## src/rtl/transpose_stream_if.sv

```systemverilog
// Valid/ready stream bundle used on both sides of transpose_stream.
// The frame-end flag 'last' exists only when TRANSPOSE_STREAM_LAST_EN is defined.
interface transpose_stream_if #(
  parameter int DATA_WIDTH = 16
);
  logic                  valid;
  logic                  ready;
  logic [DATA_WIDTH-1:0] data;
`ifdef TRANSPOSE_STREAM_LAST_EN
  logic                  last;

  modport master (output valid, output data, output last, input ready);
`else
  modport master (output valid, output data, input ready);
`endif
  modport slave  (input valid, input data, output ready);
endinterface

```

## src/rtl/transpose_stream.sv

```systemverilog
// Streaming N x N transposer: row-major in, column-major out, two banks ping-pong.
// Optional out_last frame marker: define TRANSPOSE_STREAM_LAST_EN.
module transpose_stream #(
  parameter int N          = 8,
  parameter int DATA_WIDTH = 16
) (
  input  logic               clk,
  input  logic               rst,
  transpose_stream_if.slave  in_bus,
  transpose_stream_if.master out_bus
);
  localparam int NN    = N * N;
  localparam int IDX_W = $clog2(NN);
  localparam int RC_W  = $clog2(N);
  localparam logic [IDX_W-1:0] IDX_LAST = IDX_W'(NN - 1);
  localparam logic [RC_W-1:0]  RC_LAST  = RC_W'(N - 1);

  logic [DATA_WIDTH-1:0] bank [2][NN];
  logic [1:0]            full;
  logic [1:0]            full_next;
  logic                  wr_bank;
  logic [IDX_W-1:0]      wr_idx;
  logic                  rd_bank;
  logic [RC_W-1:0]       rd_r;
  logic [RC_W-1:0]       rd_c;
  logic                  in_ready;
  logic                  out_valid;
  logic                  in_fire;
  logic                  out_fire;
  logic                  wr_done;
  logic                  rd_done;
  logic [IDX_W-1:0]      rd_addr;

  // Row r of the output is column r of the stored row-major matrix.
  function automatic logic [IDX_W-1:0] col_major_addr(input logic [RC_W-1:0] r,
                                                      input logic [RC_W-1:0] c);
    return IDX_W'(c) * IDX_W'(N) + IDX_W'(r);
  endfunction

  assign in_ready  = !rst && !full[wr_bank];
  assign out_valid = full[rd_bank];
  assign in_fire   = in_bus.valid && in_ready;
  assign out_fire  = out_valid && out_bus.ready;
  assign wr_done   = in_fire && (wr_idx == IDX_LAST);
  assign rd_done   = out_fire && (rd_r == RC_LAST) && (rd_c == RC_LAST);
  assign rd_addr   = col_major_addr(rd_r, rd_c);

  assign in_bus.ready  = in_ready;
  assign out_bus.valid = out_valid;
  assign out_bus.data  = out_valid ? bank[rd_bank][rd_addr] : '0;
`ifdef TRANSPOSE_STREAM_LAST_EN
  assign out_bus.last  = out_valid && (rd_r == RC_LAST) && (rd_c == RC_LAST);
`endif

  // Completion on one bank and release of the other may coincide; both apply.
  always_comb begin
    full_next = full;
    if (wr_done) full_next[wr_bank] = 1'b1;
    if (rd_done) full_next[rd_bank] = 1'b0;
  end

  always_ff @(posedge clk or posedge rst) begin
    if (rst) begin
      full    <= 2'b00;
      wr_bank <= 1'b0;
      wr_idx  <= '0;
      rd_bank <= 1'b0;
      rd_r    <= '0;
      rd_c    <= '0;
    end else begin
      full <= full_next;
      if (in_fire) begin
        if (wr_done) begin
          wr_idx  <= '0;
          wr_bank <= ~wr_bank;
        end else begin
          wr_idx <= wr_idx + IDX_W'(1);
        end
      end
      if (out_fire) begin
        if (rd_c == RC_LAST) begin
          rd_c <= '0;
          if (rd_r == RC_LAST) begin
            rd_r    <= '0;
            rd_bank <= ~rd_bank;
          end else begin
            rd_r <= rd_r + RC_W'(1);
          end
        end else begin
          rd_c <= rd_c + RC_W'(1);
        end
      end
    end
  end

  // Element storage carries no reset; only the flags and pointers qualify it.
  always_ff @(posedge clk) begin
    if (in_fire) bank[wr_bank][wr_idx] <= in_bus.data;
  end
endmodule
```

## src/flat_wrapper.sv

```systemverilog
// flat-port wrapper written by rule: the top's interface ports become plain ports
module transpose_stream_flat 
#(
  parameter int N          = 8,
  parameter int DATA_WIDTH = 16
)
  (clk, rst, in_bus_valid, in_bus_data, in_bus_ready, out_bus_valid, out_bus_data, out_bus_ready);
  transpose_stream_if #(.DATA_WIDTH(DATA_WIDTH)) in_bus_i ();
  transpose_stream_if #(.DATA_WIDTH(DATA_WIDTH)) out_bus_i ();
  input  logic clk;
  input  logic rst;
  input wire logic [$bits(in_bus_i.valid)-1:0] in_bus_valid;
  input wire logic [$bits(in_bus_i.data)-1:0] in_bus_data;
  output wire logic [$bits(in_bus_i.ready)-1:0] in_bus_ready;
  output wire logic [$bits(out_bus_i.valid)-1:0] out_bus_valid;
  output wire logic [$bits(out_bus_i.data)-1:0] out_bus_data;
  input wire logic [$bits(out_bus_i.ready)-1:0] out_bus_ready;
  assign in_bus_i.valid = in_bus_valid;
  assign in_bus_i.data = in_bus_data;
  assign in_bus_ready = in_bus_i.ready;
  assign out_bus_valid = out_bus_i.valid;
  assign out_bus_data = out_bus_i.data;
  assign out_bus_i.ready = out_bus_ready;
  transpose_stream #(.N(N), .DATA_WIDTH(DATA_WIDTH)) u_core (.clk(clk), .rst(rst), .in_bus(in_bus_i), .out_bus(out_bus_i));
endmodule
```

## config.mk

```make
export PLATFORM = sky130hd
export DESIGN_NAME = transpose_stream_flat
export DESIGN_NICKNAME = d
export VERILOG_FILES = /design/src/rtl/transpose_stream_if.sv /design/src/rtl/transpose_stream.sv /design/src/flat_wrapper.sv
export SDC_FILE = /design/constraint.sdc
export NUM_CORES = 2
export LEC_CHECK = 0
export ABC_AREA = 1
export CAP_MARGIN = 20
export CORE_ASPECT_RATIO = 1.2
export CORE_MARGIN = 2
export CORE_UTILIZATION = 45
export CTS_CLUSTER_DIAMETER = 150
export CTS_CLUSTER_SIZE = 14
export DETAILED_ROUTE_END_ITERATION = 16
export DONT_BUFFER_PORTS = 1
export GPL_TIMING_DRIVEN = 1
export HOLD_SLACK_MARGIN = 0.05
export REMOVE_ABC_BUFFERS = 1
export SLEW_MARGIN = 20
export SYNTH_ARGS = -nofsm -noshare
export SYNTH_HDL_FRONTEND = slang
export SYNTH_SLANG_ARGS = --single-unit
```

## constraint.sdc

```tcl
create_clock -name clk -period 3.2 [get_ports clk]
set_input_delay 0.48 -clock clk [delete_from_list [all_inputs] [get_ports clk]]
set_output_delay 0.48 -clock clk [all_outputs]
set_load 0.02 [all_outputs]
```

* Yosys cells after proc, flatten, opt, wreduce, memory -nomap -nowiden *
Memory sizes are Yosys's and may differ from the RTL's.
Index checks and enable logic that the tools add are counted.
W data, S select, Z words.

storage, ports and cells
  register bits = 16
  RAM bits = 2048
  input bits = 20
  output and inout bits = 18
  word-level logic and storage cells = 63
  memories = 1

memories
  name         depth  width  read ports  clocked after memory_dff  write ports  line                    source
  u_core.bank  2      1024   1           0                         1            transpose_stream.sv:18  logic [DATA_WIDTH-1:0] bank [2][NN];

cells by class
  add/sub/neg operators = 4
  $lt $le $gt $ge = 7
  equality and inequality tests = 3
  mux-type cells = 21
  bitwise logic cells = 7
  reduce and logical (&&, ||, !) cells = 14

operators by type and width
  cell                   number
  $mux W1024             1
  $bmux W16 S6           1
  $demux W16 S6          1
  $mux W16               4
  $ge A7 B7 Y1 const B   2
  $not A6 Y7             2
  $logic_and A1 B1 Y1    9
  $lt A7 B1 Y1 const B   1
  $mux W1                7
  $add A3 B1 Y3 const B  2
  $add A6 B1 Y6 const B  1
  $add A6 B3 Y6          1
  $eq A3 B3 Y1 const B   2
  $eq A6 B6 Y1 const B   1
  $mux W3                2
  $mux W6                1
  $lt A1 B2 Y1 const B   2
  $mux W2                2
  $reduce_and A2 Y1      2
  $reduce_and A3 Y1      1
  $and A2 B2 Y2          1
  $demux W1 S1           2
  $ge A1 B1 Y1 const B   2
  $logic_not A1 Y1       2
  3 further kinds        4

* Depth between registers and ports, before layout *
  word-level depth = 9
  depth in mapped cells = 14
  depth with buffers taken out = 11

* Least setup slack after synthesis *
OpenSTA, ideal clock, no wires.

  path kind = input-to-reg
  from = in rst
  to = mem u_core.bank[0][16] in the netlist's numbering (enable)
  setup time = 0.409 ns
  arrival time = 3.223 ns
  data required time = 2.791 ns
  path slack = -0.432 ns
  stages = 9
  buffers on the path = 2
  cells stage by stage = inv_1 > nand2_1 > a21oi_1 > nand2_1 > inv_1 > buf_2 > nand2_1 > clkbuf_1 > nor3_1

on the way
  word-level cells in the longest chain between the ends = 5

RTL lines
  what                               line                    source
  from (decl)                        flat_wrapper.sv:11      input logic rst;
  $logic_not A1 Y1 (no source line)  n/a
  $logic_and A1 B1 Y1                transpose_stream.sv:40  assign in_ready = !rst && !full[wr_bank];
  named net in_bus_ready             flat_wrapper.sv:14      output wire logic [$bits(in_bus_i.ready)-1:0] in_bus_ready;
  $logic_and A1 B1 Y1                transpose_stream.sv:42  assign in_fire = in_bus.valid && in_ready;
  $mux W1                            transpose_stream.sv:98  if (in_fire) bank[wr_bank][wr_idx] <= in_bus.data;
  $mux W1024 (not written as such)   transpose_stream.sv:98
  to (decl)                          transpose_stream.sv:18

The timed path passes the listed nets, and every way through them passes these cells.

* Worst setup path in the final report *
  from = reg u_core.rd_bank
  to = out out_bus_data[13]

on the way
  word-level cells in the longest chain between the ends = 5
  elaborated cells on any way between the ends = 7
  those cells by class = mux: 6; memory: 1

RTL lines
  what                                         line                    source
  from (decl)                                  transpose_stream.sv:23  logic rd_bank;
  from (signal assigned)                       transpose_stream.sv:85  rd_bank <= ~rd_bank;
  $mem_v2 Z2 W1024                             n/a
  $bmux W16 S6                                 transpose_stream.sv:50  assign out_bus.data = out_valid ? bank[rd_bank][rd_addr] : '0;
  $mux W16 (not written as such) (2 in a row)  transpose_stream.sv:50
  $mux W16 (*)                                 transpose_stream.sv:50
  to (decl)                                    flat_wrapper.sv:16      output wire logic [$bits(out_bus_i.data)-1:0] out_bus_data;

Every way passes the cells marked *; elsewhere a longest branch is shown, timed or not. The select of a mux whose other input is x is not followed.

==> results_dict.tcl <==
set metrics [dict create \
    setup_ws_ns -0.793 \
    cts.clk_slew.worst_paths_ns 0.06 \
    syn_inst 6995 \
    crit_required_ns 2.72 \
    worstPathArrival_ns 3.51 \
    core.rowCount 173 \
    cts_max_level 4 \
    port_buffers 0 \
    final_max_slew_viol_count 0 \
    cts_buffer_depth 3 \
    routed_wl_um 241000 \
    ys_types 21 \
    multi_input_area_um2 19900 \
    drive_gt1_share_pct 12.1 \
    first_iter_violations 6557 \
    start_kind "flop" \
    tightest_slew_ns 0.848 \
    start_util_pct 45.1 \
    place_area_um2 90000 \
    firstDrtPassIters 6 \
    fill_cells 15500 \
    drc 0 \
    total_power_w 0.0500 \
    cts_tree "yes" \
    insertion_delay_ns 0.84 \
    slew_headroom_pct 43.5 \
    cp_slowest_cell "dfrtp_4" \
    grt_max_degree 129 \
    path_cells "inv_12, buf_16, buf_16, buf_4, nand2_1, nand3_1, nand3_1, nand3_2, nand3_2, nand2_1, nand2_1, nand2_1, nor2_2, buf_4, nor2_1, buf_4" \
    yosysWarnings 0 \
    die_w_um 397 \
    drtAntennaViolNets 0 \
    dieArea_um2 189000 \
    seq_area_um2 61900 \
    final_nets 7246 \
    final_cell_mix "2,242 x nand2_1, 2,048 x edfxtp_1, 1,882 x nand3_1, 317 x buf_4, 175 x clkbuf_16" \
    p_per_area_nw_per_um2 518 \
    gr-total-overflow 0 \
    cpPeakStageDelay_ns 0.58 \
    synth.avg_cell_area_um2 11.9 \
    core_um2 185000 \
    period_share_pct 125 \
    crit_type "flop to output pin" \
    drv_cap 0 \
    numCtsBuffers 165 \
    syn_area_um2 83400 \
    rsz0062_at_grt "true" \
    ys_seq_area_share_pct 74.3 \
    syn_to_final_growth_pct 15.7 \
    outcome "complete, but fails checks" \
    power_leakage_nw 33.9 \
    clock_sinks 2064 \
    fp.dieH_um 475 \
    grt_antenna_before_repair 7 \
    gp_congestion 0.879 \
    final_area_um2 96500 \
    dp_hpwl_um 135000 \
    period_needed_ns 3.99 \
    finalSetupViolCount 16 \
    fmax_mhz 250 \
    hold_viol 0 \
    hold_class "input port to flop" \
    crit_path_max_fanout 31 \
    route.detailed.wl_per_inst_um 24.8 \
    layout_commonest_cell "nand2_1" \
    grt_pass1_wl_um 353000 \
    synth-seq-cells 2064 \
    path_common_cell "nand2_1" \
    viasPerCell 5.71 \
    vdd_drop_max_v 0.000501 \
    vias 55500 \
    grt_pass1_vias 53800 \
    root_buffer "clkbuf_16" \
    grtUsageTotal_pct 25.2 \
    violations "setup timing" \
    ios 38 \
    clock_skew_ns 0.0310 \
    worstSetupEndpointType "output pin" \
]
-- state kept, by name (all words and copies together) (netlist names) --
name            cells
u_core.bank      2048
u_core.wr_idx       6
u_core.rd_c         3
u_core.rd_r         3
u_core.full         2
u_core.rd_bank      1
u_core.wr_bank      1
-- layout make-up --
cell class	count	share of cell area, %
diodes	3	0.00778
clock buffers	199	4.46
clock inverters	13	0.234
inverters	38	0.188
multi-input cells	4421	20.7
flip-flops and latches	2064	64.2
well taps	2450	3.18
repair buffers	531	7.08
-- synth_stat cells --
| cell | n | area share (%) |
|---|---|---|
| nand2_1 | 2270 | 10 |
| edfxtp_1 | 2048 | 74 |
| nand3_1 | 1941 | 12 |
| buf_2 | 229 | 1.4 |
| clkbuf_1 | 166 | 0.75 |
| nor2_1 | 124 | 0.56 |
| buf_1 | 61 | 0.27 |
| nor3_1 | 59 | 0.35 |
| inv_1 | 34 | 0.15 |
| dfrtp_1 | 16 | 0.48 |
| buf_4 | 14 | 0.13 |
| a21oi_1 | 8 | 0.048 |
| o21ai_0 | 8 | 0.048 |
| ha_1 | 5 | 0.075 |
| inv_2 | 3 | 0.014 |
| xor2_1 | 3 | 0.032 |
| buf_6 | 2 | 0.027 |
| clkinv_1 | 1 | 0.0045 |
| mux2i_1 | 1 | 0.012 |
| nand4_1 | 1 | 0.0075 |
| nor2_2 | 1 | 0.0075 |
-- path summary, 6_finish.rpt --
check,from,endpoint,slack (ns),cells past startpoint
min in group asynchronous,rst,u_core.rd_c[1],0.22,3
min,in_bus_data[4],u_core.bank[1][548],0.06,1
min reg2reg,u_core.wr_idx[4],u_core.wr_idx[4],0.58,1
max in group asynchronous,rst,u_core.rd_bank,2.73,3
max reg2reg,u_core.wr_bank,u_core.bank[1][146],0.20,10
max,u_core.rd_bank,out_bus_data[13],-0.79,16
-- cell families after synthesis --
family / synth area share (%)
mux: 0.0120
buf+inv: 2.72
flops: 74.3
fa+ha+maj: 0.0751
simple gates: 22.8
compound gates: 0.0961
xor+xnor: 0.0315
-- layer usage --
metal / vias to the layer above / track usage, % / routed length (um)
met2: 2270 / 42.2 / 118000
met1: 27600 / 33.0 / 94800
li1: 25200 / - / -
met4: 6 / 10.8 / 10400
met3: 418 / 3.71 / 17400
met5: - / 0 / 35
-- through the flow --
step / setup slack (ns) / util (%) / hold WS, ns / std cells / TNS [ns]
global placement: -0.151 / 48.7 / 0.438 / 9453 / -0.539
finish: -0.793 / 52.2 / 0.0596 / 9719 / -11.76
global route: -0.869 / 52.2 / 0.120 / 9717 / -13.49
floorplan: -54.18 / - / 0.402 / 6523 / -4860.88
detailed placement: -0.134 / 48.7 / 0.445 / 9453 / -0.648
CTS: -0.821 / 51.9 / 0.113 / 9699 / -12.57
-- critical path, delay by kind of cell (launching register included) --
kind | cells | cell delay (ns)
buffers and inverters | 6 | 1.03
DFF | 1 | 0.58
and+or+nand+nor | 10 | 1.04
-- report_power, final --
part | switching, W | leakage (nW) | internal [W]
combinational | 0.00103 | 13.1 | 0.000257
sequential | 0.0000820 | 18.6 | 0.0299
clock | 0.00923 | 2.20 | 0.00947
total | 0.0103 | 33.9 | 0.0396
-- timing repair --
| item | 4_1_cts | 5_1_grt |
|---|---|---|
| cloned | 10 | 8 |
| pin swaps | 4 | 10 |
| buffers inserted | 5 | 8 |
| endpoints found under the setup margin | 16 | 18 |
| hold endpoints to repair | 2070 | 0 |
| resized for setup | 102 | 81 |
| hold buffers | 19 | 0 |
Power figures use the tool's default switching activity.
